### src/rtl/bkm_csd_stream_driver.sv
`default_nettype none
// ============================================================================
//  Module   : bkm_csd_stream_driver
//  Purpose  : Operand driver for the BKM datapath. It buffers N_CH packed
//             W-bit two's-complement operands per transaction in a DEPTH-entry
//             FIFO. It converts the FIFO head to W signed digits per channel,
//             either canonical CSD (non-adjacent form) or plain two's-complement
//             digits, selected per transaction. The converted transaction is
//             presented on a registered valid/ready output stream.
//
//  Ports    : clk          rising-edge clock
//             srst         synchronous active-high reset
//             enable       global advance enable; 0 freezes all state
//             in_valid     input transaction valid
//             in_ready     FIFO can accept a transaction this cycle
//             in_mode_csd  1 = CSD digits, 0 = two's-complement digits
//             in_data      channel c at [c*W +: W]
//             out_valid    converted transaction valid
//             out_ready    downstream accepts
//             out_csd      channel c at [c*2W +: 2W]; digit i at [2i+1:2i]
//                          (00 = 0, 01 = +1, 11 = -1)
//             level        FIFO occupancy (output register not included)
//             tx_count     completed output transfers, wraps modulo 2^CW
//
//  Revision : 1.0  initial pipelined release
// ============================================================================
module bkm_csd_stream_driver #(
    parameter int W     = 64,
    parameter int N_CH  = 4,
    parameter int DEPTH = 4,
    parameter int CW    = 32
) (
    input  logic                       clk,
    input  logic                       srst,
    input  logic                       enable,
    input  logic                       in_valid,
    output logic                       in_ready,
    input  logic                       in_mode_csd,
    input  logic [N_CH*W-1:0]          in_data,
    output logic                       out_valid,
    input  logic                       out_ready,
    output logic [N_CH*2*W-1:0]        out_csd,
    output logic [$clog2(DEPTH+1)-1:0] level,
    output logic [CW-1:0]              tx_count
);

    localparam int c_PW = $clog2(DEPTH);
    localparam int c_LW = $clog2(DEPTH+1);
    localparam int c_EW = N_CH*W + 1;           // {mode, data}
    localparam int c_OW = N_CH*2*W;

    localparam logic [c_LW-1:0] c_FULL    = c_LW'(DEPTH);
    localparam logic [c_LW-1:0] c_LVL_ONE = c_LW'(1);
    localparam logic [c_PW-1:0] c_PTR_ONE = c_PW'(1);
    localparam logic [CW-1:0]   c_CNT_ONE = CW'(1);

    // ------------------------------------------------------------------
    // State
    // ------------------------------------------------------------------
    logic [c_EW-1:0] r_mem [DEPTH];
    logic [c_PW-1:0] r_wr_ptr;
    logic [c_PW-1:0] r_rd_ptr;
    logic [c_LW-1:0] r_level;
    logic            r_out_valid;
    logic [c_OW-1:0] r_out_csd;
    logic [CW-1:0]   r_tx_count;

    // ------------------------------------------------------------------
    // Handshake qualifiers. in_ready looks only at registered occupancy,
    // so a full FIFO refuses input even on a cycle where it pops.
    // ------------------------------------------------------------------
    logic w_in_ready;
    logic w_push;
    logic w_load;
    logic w_xfer;

    assign w_in_ready = enable & (r_level != c_FULL);
    assign w_push     = in_valid & w_in_ready;
    assign w_load     = enable & (r_level != '0) & (~r_out_valid | out_ready);
    assign w_xfer     = enable & r_out_valid & out_ready;

    // ------------------------------------------------------------------
    // FIFO head and digit conversion
    // ------------------------------------------------------------------
    logic [c_EW-1:0]   w_head;
    logic              w_head_mode;
    logic [N_CH*W-1:0] w_head_data;
    logic [c_OW-1:0]   w_conv;

    assign w_head      = r_mem[r_rd_ptr];
    assign w_head_mode = w_head[c_EW-1];
    assign w_head_data = w_head[N_CH*W-1:0];

    // CSD uses the carry recoding d_i = x_i + c_i - 2*c_{i+1}, with
    // c_{i+1} = majority(x_i, x_{i+1}, c_i) over the sign-extended operand.
    // A digit is non-zero exactly when x_i ^ c_i; its sign then equals
    // x_{i+1}. Sign extension makes the final carry equal the sign bit, so
    // W digits always represent the signed value exactly.
    generate
        for (genvar c = 0; c < N_CH; c++) begin : g_ch
            logic [W:0]   w_xe;
            logic [W-1:0] w_carry;

            assign w_xe       = {w_head_data[c*W+W-1], w_head_data[c*W +: W]};
            assign w_carry[0] = 1'b0;

            for (genvar i = 0; i < W; i++) begin : g_dig
                logic w_nz;
                logic w_tc_neg;

                if (i < W-1) begin : g_carry
                    assign w_carry[i+1] = (w_xe[i] & w_xe[i+1]) |
                                          (w_xe[i] & w_carry[i]) |
                                          (w_xe[i+1] & w_carry[i]);
                end

                assign w_nz = w_xe[i] ^ w_carry[i];
                // Only the operand MSB carries negative weight.
                assign w_tc_neg = (i == W-1) ? w_xe[i] : 1'b0;

                assign w_conv[c*2*W + 2*i +: 2] = w_head_mode ?
                                                  {w_nz & w_xe[i+1], w_nz} :
                                                  {w_tc_neg, w_xe[i]};
            end
        end
    endgenerate

    // ------------------------------------------------------------------
    // FIFO storage (no reset needed: pointers define validity)
    // ------------------------------------------------------------------
    always_ff @(posedge clk) begin
        if (w_push) begin
            r_mem[r_wr_ptr] <= {in_mode_csd, in_data};
        end
    end

    // ------------------------------------------------------------------
    // Pointers, occupancy, output register and transfer counter
    // ------------------------------------------------------------------
    always_ff @(posedge clk) begin
        if (srst) begin
            r_wr_ptr    <= '0;
            r_rd_ptr    <= '0;
            r_level     <= '0;
            r_out_valid <= 1'b0;
            r_out_csd   <= '0;
            r_tx_count  <= '0;
        end else begin
            if (w_push) begin
                r_wr_ptr <= r_wr_ptr + c_PTR_ONE;
            end
            if (w_load) begin
                r_rd_ptr <= r_rd_ptr + c_PTR_ONE;
            end

            case ({w_push, w_load})
                2'b10:   r_level <= r_level + c_LVL_ONE;
                2'b01:   r_level <= r_level - c_LVL_ONE;
                default: r_level <= r_level;
            endcase

            // A load refills the register in the same edge it is drained.
            if (w_load) begin
                r_out_valid <= 1'b1;
                r_out_csd   <= w_conv;
            end else if (w_xfer) begin
                r_out_valid <= 1'b0;
            end

            if (w_xfer) begin
                r_tx_count <= r_tx_count + c_CNT_ONE;
            end
        end
    end

    // ------------------------------------------------------------------
    // Outputs
    // ------------------------------------------------------------------
    assign in_ready  = w_in_ready;
    assign out_valid = r_out_valid;
    assign out_csd   = r_out_csd;
    assign level     = r_level;
    assign tx_count  = r_tx_count;

endmodule
`default_nettype wire

### config.mk
export PLATFORM = sky130hd
export DESIGN_NAME = bkm_csd_stream_driver
export DESIGN_NICKNAME = d
export VERILOG_FILES = /design/src/rtl/bkm_csd_stream_driver.sv
export SDC_FILE = /design/constraint.sdc
export NUM_CORES = 2
export LEC_CHECK = 0
export ABC_AREA = 1
export ABC_CLOCK_PERIOD_IN_PS = 30200
export BUFFER_PORTS_ARGS = -buffer_cell sky130_fd_sc_hd__buf_4
export CAP_MARGIN = 20
export CORE_UTILIZATION = 55
export CTS_BUF_LIST = sky130_fd_sc_hd__clkbuf_4 sky130_fd_sc_hd__clkbuf_8
export DETAILED_ROUTE_END_ITERATION = 16
export PLACE_DENSITY = 0.79
export SLEW_MARGIN = 20
export SYNTH_ARGS = -nofsm -noshare
export SYNTH_HDL_FRONTEND = slang
export SYNTH_SLANG_ARGS = --single-unit
### constraint.sdc
create_clock -name clk -period 30.2 [get_ports clk]
set_input_delay 3.02 -clock clk [delete_from_list [all_inputs] [get_ports clk]]
set_output_delay 3.02 -clock clk [all_outputs]
set_load 0.01 [all_outputs]
* Yosys cells after proc, flatten, opt, wreduce, memory -nomap -nowiden
Memories as Yosys holds them, arrays and structs flattened. A register that Yosys moved wholly into a read port is not among the register bits. Index checks and enable logic that the tools add are counted. Widths: inputs -> output; s select.
Word-level totals: bits in registers 552, bits in latches 0, RAM bits 1028, bits in read-only memories 0, bits of input ports 262, output and inout bits 549, word-level logic and storage cells 2037, memories kept 1
Memory list:
- r_mem | words 4, width 257, read ports 1, clocked after Yosys merged registers in 1, wr ports 1, line 60 | logic [c_EW-1:0] r_mem [DEPTH];
Cells by class: add/subtract/negate cells 5, $mul 0, div/mod/pow operators 0, order comparisons 0, eq/ne operators 3, shift-type cells 0, mux-type cells 263, bitwise operators 1756, reduce and logical (&&, ||, !) cells 3
Operator list (number):
- $and 1x1->1 | 1006
- $mux 2 | 258
- $or 1x1->1 | 497
- $xor 1x1->1 | 252
- $add 32x1->32 const B | 1
- $pmux 3 s2 | 1
- $add 2x1->2 const B | 2
- $mux 1 | 4
- $reduce_bool 2->1 | 2
- $add 3x1->3 const B | 1
- $ne 3x3->1 const B | 1
- $reduce_bool 3->1 | 1
- $sub 3x1->3 const B | 1
- $eq 2x1->1 const B | 1
- $eq 2x2->1 const B | 1
- $not 1->1 | 1

* Depth between registers and ports, before layout
depth in word-level cells 190, gate-level depth with buffers 224, mapped depth without buffers 221

* Worst setup path after synthesis
OpenSTA, ideal clock, no wires.
path type reg2reg, from reg (tool-made name), to reg r_out_csd[126], in the netlist out_csd[126], library setup time 0.058 ns, arrival 29.629 ns, data required time 30.142 ns, path slack 0.513 ns, cell stages (with the launch flop) 223, path buffers 4, period minus slack after synthesis 29.687 ns, path through dfxtp_1 -> buf_4 -> buf_6 -> buf_2 -> buf_2 -> nor2_1 -> o21ai_0 -> a21oi_1 -> ha_1 -> inv_1 -> nand2_1 -> ha_1 -> nor2_1 -> inv_1 -> ha_1 -> inv_1 -> nand2_1 -> ha_1 -> [187 not listed] -> nand2_1 -> ha_1 -> or2_2 -> o22ai_1 -> inv_1 -> ha_1 -> inv_1 -> nand2_1 -> ha_1 -> or2_2 -> o31ai_1 -> inv_1 -> ha_1 -> a21oi_1 -> ha_1 -> nor3_1 -> o21ai_0 -> inv_1
RTL lines:
- to (signal assigned) | line 165 | r_out_csd <= w_conv;
- to (decl) | line 65 | logic [c_OW-1:0] r_out_csd;

==> out/results.ini <==
[run_status]
status=completed

[floorplan]
dieArea_um2=126000
die_h_um=354
row_count=128
io_pins=811
fp.coreArea_um2=123000
fp.dieW_um=354
start_util_pct=55.8

[placement]
dp_hpwl_um=128000
place_congestion=0.923
port_buffers=810
dp_cells=9260

[timing]
slew_headroom_pct=27.3
fmax_mhz=34.5
grt_setup_unrepaired=true
fin_crit_ns=28.96
worst_slew_pin_slew_ns=1.09
skew_ns=0.0808
fin_crit_sh_pct=95.9
hold_viol_final=0
setup_viol=0
slew_violations=0

[cts]
cts-root-buf=clkbuf_8
cts_tree=done
hold_buffers=0
cts_buffer_depth=3
clock_sinks=1582
insertion_delay_ns=0.99
clk_pin_slew_worst_paths_ns=0.06
h-tree-depth=4
cts_made_buffers=240

[setup_path]
worstSetupPathType=flip-flop to flip-flop
critPathRequiredTime_ns=31.06
critPathArrivalTime_ns=29.83
crit_top_cell=ha_2
regToRegEndpoint=out_csd[126]
cp-start-kind=flip-flop
endpoint_kind=flip-flop
reg2regPathDepth=218
cp_slowest_cell=dfxtp_4
cp_slowest_stage_delay_ns=0.43
rrSetupSlack_ns=1.24
crit_fanout=7

[global_routing]
grt_pass1_vias=50836
overflow=0
track_usage_pct=29.7
grt_max_degree=202
grt_pass1_wl_um=289000
grt_antenna_before_repair=55

[hold_path]
holdPathStages=2
hold_class=flip-flop to flip-flop
min_to=out_csd[195]
hp-start=out_csd[195]

[route]
via_count=55224
wl_um=203000
drt-initial-drc-count=5830
drc=0
viasPerCell=5.62
ant_nets=0
routedWlPerCell_um=20.7
firstDrtPassIters=8

[pwr]
powerDensity_nw_per_um2=86.1
peakVddDrop_mv=0.0846
leakage_uw=0.0351

[cells_and_area]
final_util_pct=68.6
drive_gt1_share_pct=23.2
instances_no_fill=9833
fillers=8826
nets=8469
syn2layout_area_growth_pct=23.0

[synth]
synth_warnings=0
postSynthCellCount=7079
synth_nets=7596
yosysSeqAreaShare_pct=61.4
avgSynthCellArea_um2=9.65
synthDistinctLibCells=34
syn-cell-area_um2=68300
synth_seq_cells=1582

[run]
drv_cap=0

power by group:
part	total [µW]	internal [µW]	switching, µW
Clock	1900	1050	849
Combinational	2740	1120	1620
Sequential	2600	2490	111
cell usage after synthesis:
library cell	n	share of area (%)
inv_1	631	3.5
nand4_1	8	0.073
ha_1	254	4.7
or2_2	42	0.38
buf_2	57	0.42
buf_6	2	0.033
o21ai_1	9	0.066
xor2_1	5	0.064
nor3b_1	2	0.022
dfxtp_1	554	16
o21ai_0	552	4.0
clkinv_1	2	0.011
xnor2_1	2	0.026
nor3_1	82	0.60
o22ai_1	188	1.7
edfxtp_1	1028	45
fa_1	1	0.029
or2_1	74	0.68
nand2_1	1596	8.8
o21bai_1	76	0.84
nand2_2	1	0.0092
o21a_1	6	0.066
o22ai_2	10	0.18
a31oi_1	3	0.027
buf_4	48	0.53
nor2_2	1	0.0092
buf_1	36	0.20
nor2_1	653	3.6
clkbuf_1	232	1.3
nand3_1	535	3.9
nor2_8	1	0.029
o31ai_1	4	0.044
inv_2	3	0.016
a21oi_1	381	2.8
kinds of logic after synthesis:
family                   Yosys count  share of synthesized area (%)
flip-flops                      1582                           61.4
buffers and inverters           1011                           5.95
AND/OR/NAND/NOR                 2995                           18.1
adder cells (fa/ha/maj)          255                           4.68
AO/OA/AOI/OAI                   1229                           9.78
XOR/XNOR                           7                         0.0897
cells in the final DEF (no fill, tap or decap), types with 39 or more instances in the layout:
cell type and count:
nand2_1 1585, edfxtp_1 1028, buf_4 953, inv_1 625, nor2_1 594, dfxtp_1 552, o21ai_0 538, nand3_1 530
a21oi_1 376, clkbuf_8 279, ha_2 187, o22ai_1 158, clkbuf_4 115, or2_1 74, o21bai_1 66, nor3_2 65
ha_1 61, nor2_2 47, diode_2 39, o22ai_2 39
routing by layer:
layer | share of wire, % | track usage [%]
met2 | 48 | 48.0
met1 | 38 | 36.5
met3 | 9.9 | 7.69
met5 | 0.12 | 0
met4 | 4.7 | 16.1
critical path: cells and delay by family (launching register included):
kind	cells	cell delay, ns
AOI/OAI and AO/OA	32	3.44
adders and majority gates	61	11.48
buffers and inverters	65	4.14
DFF	1	0.43
and+or+nand+nor	60	9.31
worst max-delay path by stage:
stage              start      endpoint  slack, ns  cells past startpoint
6_report       flip-flop  out_csd[126]       1.24                    218
4_1_cts        flip-flop  out_csd[126]       0.01                    220
2_1_floorplan  flip-flop  out_csd[126]       0.51                    222
3_5_place_dp   flip-flop  out_csd[126]      -0.88                    218
3_3_place_gp   flip-flop  out_csd[126]      -0.36                    218
5_1_grt        flip-flop  out_csd[382]      -0.55                    194
metrics by stage:
step           instance area, µm²  TNS (ns)  hold slack [ns]  total power [µW]  worst slack, ns
3_5_place_dp                75800     -2.89            0.455              4970           -0.878
4_1_cts                     81300         0            0.464              6870           0.0124
5_1_grt                     84000     -2.99            0.482              7640           -0.549
3_3_place_gp                75800    -0.599            0.452              4900           -0.356
2_1_floorplan               68300         0            0.444              4210            0.513
6_report                    84000         0            0.465              7240             1.24
final cells by class:
class	count	area [µm²]	area share, %
clock buffers	394	4700	5.60
well taps	1625	2030	2.42
flip-flops and latches	1582	42000	49.9
diodes	39	97.6	0.116
repair buffers	1006	8370	9.96
clock inverters	65	592	0.704
inverters	636	2420	2.88
multi-input cells	4486	23900	28.4
state kept, by name, summed over array words and instances, names as in the netlist, named ones only:
name and flops:
out_valid 1, r_rd_ptr 2, level 3, tx_count 32, r_mem 1028, out_csd 512
r_wr_ptr 2
what timing repair did:
action                                 CTS  global route
resized for setup                       29           485
gates cloned                             1            22
setup endpoints to repair               10            48
pin swaps                               12           131
endpoints found under the hold margin    0             0
buffers inserted                         3            49
No activity file was read; power rests on OpenSTA's default activity.
